$ cat src/rtl/ucsbece152a_taillights_seq_pkg.sv
// Shared mode encoding and request priority for the sequential taillight controller.
package ucsbece152a_taillights_pkg;

    typedef enum logic [1:0] {
        MODE_IDLE   = 2'd0,
        MODE_LEFT   = 2'd1,
        MODE_RIGHT  = 2'd2,
        MODE_HAZARD = 2'd3
    } mode_t;

    // Both turn switches together are treated as a hazard request.
    function automatic mode_t req_mode(input logic left, input logic right, input logic hazard);
        if (hazard || (left && right)) return MODE_HAZARD;
        else if (left)                 return MODE_LEFT;
        else if (right)                return MODE_RIGHT;
        else                           return MODE_IDLE;
    endfunction

endpackage

$ cat src/rtl/ucsbece152a_taillights_seq_if.sv
// Switch-input / lamp-output bundle for the taillight controller.
interface ucsbece152a_taillights_seq_if #(
    parameter int LAMPS = 3
);
    logic                 left_i;
    logic                 right_i;
    logic                 hazard_i;
    logic                 brake_i;
    logic                 runlights_i;
    logic [2*LAMPS-1:0]   lights_o;
    logic [1:0]           mode_o;

    modport master (
        output left_i, right_i, hazard_i, brake_i, runlights_i,
        input  lights_o, mode_o
    );

    modport slave (
        input  left_i, right_i, hazard_i, brake_i, runlights_i,
        output lights_o, mode_o
    );
endinterface

$ cat src/rtl/ucsbece152a_taillights_seq_tick_gen.sv
// Sequence-step prescaler: o_tick high on the last of every TICK_DIV cycles, restartable via i_clr.
module ucsbece152a_tick_gen #(
    parameter int TICK_DIV = 1
) (
    input  logic clk,
    input  logic rst,
    input  logic i_clr,
    output logic o_tick
);
    localparam int CW = (TICK_DIV > 1) ? $clog2(TICK_DIV) : 1;

    logic [CW-1:0] r_cnt;

    assign o_tick = (r_cnt == CW'(TICK_DIV - 1));

    always_ff @(posedge clk) begin
        if (rst || i_clr)  r_cnt <= '0;
        else if (o_tick)   r_cnt <= '0;
        else               r_cnt <= r_cnt + 1'b1;
    end
endmodule

$ cat src/rtl/ucsbece152a_taillights_seq.sv
// Parametrised sequential taillight controller: turn sweeps, hazard, brake and running lights.
// Optional dimming PWM is built when TAILLIGHTS_DIM_EN is defined; otherwise running lights are full-on.
module ucsbece152a_taillights_seq
    import ucsbece152a_taillights_pkg::*;
#(
    parameter int          LAMPS    = 3,
    parameter int          TICK_DIV = 1,
    parameter int          PWM_BITS = 4,
    parameter int unsigned DIM_DUTY = 2
) (
    input  logic                           clk,
    input  logic                           rst,
    ucsbece152a_taillights_seq_if.slave    bus
);
    localparam int SEQ_W = $clog2(LAMPS + 1);

    mode_t            r_mode;
    logic [SEQ_W-1:0] r_seq;
    mode_t            w_req;
    logic             w_chg;
    logic             w_idle;
    logic             w_tick;
    logic             w_dim;
    logic             w_lseq;
    logic             w_rseq;
    logic             w_fill;
    logic [2*LAMPS-1:0] w_lights;

    assign w_req  = req_mode(bus.left_i, bus.right_i, bus.hazard_i);
    assign w_chg  = (w_req != r_mode);
    assign w_idle = (r_mode == MODE_IDLE);

    ucsbece152a_tick_gen #(.TICK_DIV(TICK_DIV)) u_tick (
        .clk    (clk),
        .rst    (rst),
        .i_clr  (w_chg || w_idle),
        .o_tick (w_tick)
    );

    always_ff @(posedge clk) begin
        if (rst) begin
            r_mode <= MODE_IDLE;
            r_seq  <= '0;
        end else begin
            r_mode <= w_req;
            if (w_chg || w_idle)
                r_seq <= '0;
            else if (w_tick)
                r_seq <= (r_seq == SEQ_W'(LAMPS)) ? '0 : r_seq + 1'b1;
        end
    end

`ifdef TAILLIGHTS_DIM_EN
    logic [PWM_BITS-1:0] r_pwm;

    always_ff @(posedge clk) begin
        if (rst) r_pwm <= '0;
        else     r_pwm <= r_pwm + 1'b1;
    end

    assign w_dim = (32'(r_pwm) < DIM_DUTY);
`else
    assign w_dim = 1'b1;
`endif

    assign w_lseq = (r_mode == MODE_LEFT)  || (r_mode == MODE_HAZARD);
    assign w_rseq = (r_mode == MODE_RIGHT) || (r_mode == MODE_HAZARD);
    // A side not sequencing is filled by brake, or by running lights at dim level.
    assign w_fill = bus.brake_i || (bus.runlights_i && w_dim);

    always_comb begin
        w_lights = '0;
        for (int i = 0; i < LAMPS; i++) begin
            w_lights[LAMPS+i]   = w_lseq ? (SEQ_W'(i) < r_seq) : w_fill;
            w_lights[LAMPS-1-i] = w_rseq ? (SEQ_W'(i) < r_seq) : w_fill;
        end
    end

    assign bus.lights_o = rst ? '0 : w_lights;
    assign bus.mode_o   = rst ? 2'd0 : r_mode;
endmodule
$ cat src/flat_wrapper.sv
// flat-port wrapper written by rule: the top's interface ports become plain ports
module ucsbece152a_taillights_seq_flat import ucsbece152a_taillights_pkg::*;
#(
    parameter int          LAMPS    = 3,
    parameter int          TICK_DIV = 1,
    parameter int          PWM_BITS = 4,
    parameter int unsigned DIM_DUTY = 2
)
  (clk, rst, bus_left_i, bus_right_i, bus_hazard_i, bus_brake_i, bus_runlights_i, bus_lights_o, bus_mode_o);
  ucsbece152a_taillights_seq_if #(.LAMPS(LAMPS)) bus_i ();
  input  logic clk;
  input  logic rst;
  input wire logic [$bits(bus_i.left_i)-1:0] bus_left_i;
  input wire logic [$bits(bus_i.right_i)-1:0] bus_right_i;
  input wire logic [$bits(bus_i.hazard_i)-1:0] bus_hazard_i;
  input wire logic [$bits(bus_i.brake_i)-1:0] bus_brake_i;
  input wire logic [$bits(bus_i.runlights_i)-1:0] bus_runlights_i;
  output wire logic [$bits(bus_i.lights_o)-1:0] bus_lights_o;
  output wire logic [$bits(bus_i.mode_o)-1:0] bus_mode_o;
  assign bus_i.left_i = bus_left_i;
  assign bus_i.right_i = bus_right_i;
  assign bus_i.hazard_i = bus_hazard_i;
  assign bus_i.brake_i = bus_brake_i;
  assign bus_i.runlights_i = bus_runlights_i;
  assign bus_lights_o = bus_i.lights_o;
  assign bus_mode_o = bus_i.mode_o;
  ucsbece152a_taillights_seq #(.LAMPS(LAMPS), .TICK_DIV(TICK_DIV), .PWM_BITS(PWM_BITS), .DIM_DUTY(DIM_DUTY)) u_core (.clk(clk), .rst(rst), .bus(bus_i));
endmodule
$ cat config.mk
export PLATFORM = sky130hd
export DESIGN_NAME = ucsbece152a_taillights_seq_flat
export DESIGN_NICKNAME = d
export VERILOG_FILES = /design/src/rtl/ucsbece152a_taillights_seq_pkg.sv /design/src/rtl/ucsbece152a_taillights_seq_if.sv /design/src/rtl/ucsbece152a_taillights_seq_tick_gen.sv /design/src/rtl/ucsbece152a_taillights_seq.sv /design/src/flat_wrapper.sv
export SDC_FILE = /design/constraint.sdc
export NUM_CORES = 1
export LEC_CHECK = 0
export ABC_AREA = 1
export BUFFER_PORTS_ARGS = -buffer_cell sky130_fd_sc_hd__buf_2
export CORE_AREA = 2 2 39 41
export DETAILED_ROUTE_END_ITERATION = 6
export DIE_AREA = 0 0 41 43
export GPL_TIMING_DRIVEN = 0
export HOLD_SLACK_MARGIN = 0.06
export MAX_ROUTING_LAYER = met4
export PLACE_DENSITY = 0.5
export RECOVER_POWER = 100
export SLEW_MARGIN = 10
export SYNTH_ARGS = -nofsm -noshare
export SYNTH_HDL_FRONTEND = slang
export SYNTH_SLANG_ARGS = --single-unit
$ cat constraint.sdc
create_clock -name clk -period 1 [get_ports clk]
set_input_delay 0.2 -clock clk [delete_from_list [all_inputs] [get_ports clk]]
set_output_delay 0.2 -clock clk [all_outputs]
set_load 0.02 [all_outputs]
* Yosys cells after proc, flatten, opt, wreduce, memory -nomap -nowiden
Index checks and enable logic that the tools add are counted.
** Word-level totals
- Word-level logic and storage cells :: 36
- Output and inout bits :: 8
- Register bits after elaboration :: 5
- Bits of input ports :: 7
** Operators by class
- Mux-type cells :: 12
- Bitwise operators :: 1
- Eq/ne operators :: 5
- Magnitude comparators :: 3
- Add/sub/neg operators :: 2
- Reduce and logical (&&, ||, !) cells :: 10
** Operators by type and width (count)
- two-way mux 2 bit :: 5
- equality test 2 bit, second input constant :: 3
- logical OR 1 bit :: 6
- two-way mux 1 bit :: 6
- two-way mux 6 bit :: 1
- less-than comparator 1 x 2 -> 1 bit, first input constant :: 2
- OR reduction 2 bit :: 2
- adder 2 x 1 -> 2 bit, second input constant :: 1
- equality test 2 x 1 -> 1 bit, second input constant :: 1
- logical NOT 2 bit :: 1
- less-than comparator 2 bit, first input constant :: 1
- != test 2 bit :: 1
- adder 1 bit, second input constant :: 1
- logical AND 1 bit :: 1
- NOT 1 bit :: 1

* Depth between registers and ports, before layout
- Word-level depth :: 7
- Depth in mapped cells :: 7
- Mapped depth without buffers :: 7

* Modules after synthesis
Synthesis repeated with hierarchy kept, for this count alone.
** Unflattened totals
- Cell total of the unflattened synthesis :: 48
- Area, all modules :: 297.8 sq um
** Modules (own cells, without submodules)
- ucsbece152a_taillights_seq :: cells an instance 45, times used 1, area each 270.3 sq um, seq. area each 80.1 sq um
- ucsbece152a_tick_gen :: cells an instance 3, times used 1, area each 27.5 sq um, seq. area each 20.0 sq um

* Least setup slack after synthesis
OpenSTA, ideal clock, no wires.
- Kind :: register to output
- From :: register u_core.r_mode[0]
- To :: output bus_lights_o[3]
- Cell stages (with the launch flop) :: 5
- Data arrival time :: 1222 ps
- Path slack :: -422 ps
- Path buffers :: 0
- Data required time :: 800 ps
- Path through :: dfxtp_1 > inv_1 > nor2_1 > nor2_1 > a21oi_1
** Between the ends
- Word-level cells in the longest chain between the ends :: 4
- Elaborated cells on any way between the ends :: 5
** RTL lines
- start, declared :: RTL line ucsbece152a_taillights_seq.sv:17 : mode_t r_mode;
- start signal, assigned :: RTL line ucsbece152a_taillights_seq.sv:45 : r_mode <= w_req;
- equality test 2 x 1 -> 1 bit or equality test 2 bit (tied branches) :: RTL line ucsbece152a_taillights_seq.sv:66 : assign w_lseq = (r_mode == MODE_LEFT) || (r_mode == MODE_HAZARD);
- logical OR 1 bit (*) :: RTL line ucsbece152a_taillights_seq.sv:66
- two-way mux 1 bit (*) :: RTL line ucsbece152a_taillights_seq.sv:74 : w_lights[LAMPS+i] = w_lseq ? (SEQ_W'(i) < r_seq) : w_fill;
- two-way mux 6 bit (*) :: RTL line ucsbece152a_taillights_seq.sv:79 : assign bus.lights_o = rst ? '0 : w_lights;
- end, declared :: RTL line flat_wrapper.sv:18 : output wire logic [$bits(bus_i.lights_o)-1:0] bus_lights_o;
Mark *: on every way between the ends. The rest lies on a longest branch, timed or not.

* Worst setup path in the final report
- From :: register u_core.r_seq[1]
- To :: output bus_lights_o[3]
** Between the ends
- Word-level cells in the longest chain between the ends :: 3
** RTL lines
- start, declared :: RTL line ucsbece152a_taillights_seq.sv:18 : logic [SEQ_W-1:0] r_seq;
- start signal, assigned :: RTL line ucsbece152a_taillights_seq.sv:49 : r_seq <= (r_seq == SEQ_W'(LAMPS)) ? '0 : r_seq + 1'b1;
- less-than comparator 1 x 2 -> 1 bit :: RTL line ucsbece152a_taillights_seq.sv:74
- two-way mux 1 bit :: RTL line ucsbece152a_taillights_seq.sv:74
- two-way mux 6 bit :: RTL line ucsbece152a_taillights_seq.sv:79
Every way passes these cells.

==> run_results.csv <==
group,metric,value,unit
synth,yosysTopAreaCell,"dfxtp_1",
clock_tree,clk_latency,230,ps
job,drv_cap,0,
drt,detail-route-antenna-nets,0,
hold_path,hp-start,"rst",
worst_setup_path,slowest_delay,370,ps
placement,numPortBuffers,14,
pwr,pwr-share-comb,38.9,%
drt,vias,394,
final_layout,fin_nets,84,
outcome,violations,"negative setup slack",
grt,grtUsageTotal,11.9,%
drt,first_pass_iters,1,
final_layout,fin_util,50.5,%
placement,place_congestion,0.667,
outcome,status,"finished, violations left",
worst_setup_path,rr_startpoint,"u_core.r_seq[1]",
final_layout,final_cell_area,698,sq um
grt,gr-total-overflow,0,
drt,finalWirelength,866,um
worst_setup_path,crit_path_end_kind,"output pin",
synth,synth_cell_type_count,13,
worst_setup_path,worstPathMaxFanout,3,
worst_setup_path,cpMaxStageDelayCell,"dfxtp_4",
floorplanning,die_y,43,um
final_layout,num_antenna_cells,0,
worst_setup_path,crit-reg2reg-capture,"u_core.r_seq[0]",
timing,period_share,128,%
placement,dp_hpwl,644,um
worst_setup_path,path_cells,"inv_6 -> ha_4 -> a21oi_4 -> buf_6",
floorplanning,coreArea,1380,sq um
clock_tree,htree_num_levels,1,
timing,worst_slack,-276,ps
synth,synth_area_per_cell,6.44,sq um
floorplanning,fp-row-count,14,
timing,rsz0062_at_grt,"yes",
drt,vias_per_cell,4.38,
floorplanning,die_area,1760,sq um
synth,synth_top_cell_area_share,32.4,%
synth,syn_nets,57,
clock_tree,numCtsBuffers,3,
timing,hold-worst-slack,259,ps
worst_setup_path,r2r_cells,5,
synth,yosys_warnings,0,
pwr,switching_share,31.3,%
grt,antenna_found_initial,0,
synth,ys_seq_area_share,32.4,%
pwr,p_int,0.490,mW
hold_path,hold_class,"input port to flop",
clock_tree,cts_buffer_depth,2,
placement,placed_cell_area,507,sq um
pwr,seq_power_share,30.4,%
hold_path,min_path_cells,2,
final_layout,nFillCells,137,
synth,synthCells,48,
drt,wl_per_cell,9.62,um
timing,setup_violations,8,
synth,synth_area_leaders,"dfxtp_1 (32%), a21oi_1 (11%), inv_1 (11%)",
timing,slew_viol_final,0,
hold_path,hold_end,"u_core.r_mode[1]",
synth,ys_ff_latch,5,
pwr,switchingPower,0.224,mW
worst_setup_path,r2r_setup_slack,20,ps
grt,grt_pass1_vias,360,
timing,hold_violations,0,
synth,syn_area,309,sq um
worst_setup_path,worstPathArrival,1080,ps
final_layout,area.sequential,115,sq um
final_layout,layout-drive-gt1-share,64.9,%
pwr,pwr-share-clk,30.7,%
timing,finalClockSkew,0.874,ps
clock_tree,path_clk_slew,40,ps
timing,fmax,0.784,GHz
clock_tree,cts_tree,"yes",
placement,dp_cells,78,
timing,min_period,1280,ps
grt,grt_pass1_wl,1.33,mm
floorplanning,io_pins,15,
clock_tree,clock-sinks,5,
clock_tree,cts_hold_buf,0,
grt,grt_max_degree,6,
worst_setup_path,start_kind,"flop",
drt,detail_route.iter0.violations,0,
clock_tree,cts-root-buf,"clkbuf_4",
pwr,ir_worst_vdd,0.495,mV
timing,fin_setup_tns,-1900,ps
drt,post-route-drc-count,0,
floorplanning,chipWidth,41,um
worst_setup_path,worstPathRequired,800,ps
pwr,p_per_area,1020,nW/um^2
worst_setup_path,worstSetupPathType,"flop to output pin",
final_layout,fin_cells,90,
pwr,p_leak,0.306,nW
final_layout,area_growth,126,%
floorplanning,start_util,22.3,%
final_layout,multiInputGateArea,303,sq um
[flip-flops by register name, summed over array words and instances, names as in the netlist]
signal               count
u_core.r_seq             2
u_core.r_mode            2
u_core.u_tick.r_cnt      1
[placed cells by master, fill, tap and decap left out]
master,netlist,layout
dfxtp_1,5,1
inv_6,0,1
buf_2,0,6
buf_4,0,6
nor2_4,0,4
nor2_1,7,3
conb_1,1,1
nor3_2,0,1
inv_2,0,1
nand2_1,8,8
ha_4,0,2
clkbuf_4,0,3
a31oi_1,1,1
buf_6,0,10
nand3_1,3,3
nor2_2,1,1
clkbuf_1,0,1
inv_4,0,3
a21oi_4,0,6
a21oi_1,7,1
nand4_1,2,2
dfxtp_4,0,4
inv_1,9,4
mux2i_1,1,1
[what timing repair did]
| action | in CTS | in global routing |
|---|---|---|
| hold endpoints to repair | 0 | 0 |
| setup buffers | 7 | 2 |
| gates resized for setup | 31 | 4 |
| setup endpoints to repair | 9 | 10 |
| cloned | 0 | 0 |
| pin swaps | 3 | 2 |
[stage by stage]
stage / setup WS [ps] / power [mW]
after floorplan: -113 / 0.374
after global placement: -277 / 0.425
after detailed placement: -292 / 0.430
after CTS: -284 / 0.719
after global routing: -313 / 0.761
final: -276 / 0.714
[power groups by stage]
stage                     logic, mW  clock network (mW)  registers (mW)
final                         0.278               0.219           0.217
after floorplan               0.141                   0           0.234
after detailed placement      0.192                   0           0.238
after global routing          0.300               0.243           0.218
after global placement        0.189                   0           0.237
after CTS                     0.272               0.232           0.215
[worst max-delay path, delay by kind of cell, from the launching register on]
kind	cells	cell delay, ps
AO/OA/AOI/OAI	1	120
adder cells (fa/ha/maj)	1	170
buffers and inverters	2	180
flip-flops	1	370
[cells by family after synthesis]
kind of cell / count (synthesis) / share of synthesized area, %
muxes: 1 / 3.24
and+or+nand+nor: 22 / 30.8
DFF: 5 / 32.4
buffers and inverters: 9 / 10.9
other: 1 / 1.21
AOI/OAI and AO/OA: 8 / 13.4
adders and majority gates: 2 / 8.10
[cell usage after synthesis (all sizes together)]
| cell | number |
|---|---|
| inv | 9 |
| nand2 | 8 |
| nor2 | 8 |
| a21oi | 7 |
| dfxtp | 5 |
| nand3 | 3 |
| ha | 2 |
| nand4 | 2 |
| a31oi | 1 |
| conb | 1 |
| mux2i | 1 |
| nor3 | 1 |
[per-layer routing]
metal | track usage [%] | up-vias | wire [um] | share of wire, %
met5 | - | - | 0 | 0
met4 | 8.00 | 0 | 0 | 0
met1 | 11.6 | 173 | 325 | 38
li1 | - | 211 | - | -
met2 | 19.4 | 10 | 509 | 59
met3 | 3.14 | 0 | 31 | 3.6
[final cells by class]
cell class                      count  share of cell area, %
Clock buffer                        4                   3.76
Timing Repair Buffer               22                   26.9
Multi-Input combinational cell     34                   43.4
Inverter                            9                   6.63
Tap cell                           16                   2.87
Sequential cell                     5                   16.5
[how the worst max path moves through the flow]
stage / start / endpoint
finish: u_core.r_seq[1] / bus_lights_o[3]
detailed placement: rst / bus_lights_o[1]
global route: u_core.r_mode[0] / bus_lights_o[5]
CTS: u_core.r_seq[1] / bus_lights_o[2]
global placement: rst / bus_lights_o[4]
floorplan: u_core.r_mode[1] / bus_lights_o[0]
(Power assumes the default switching activity.)
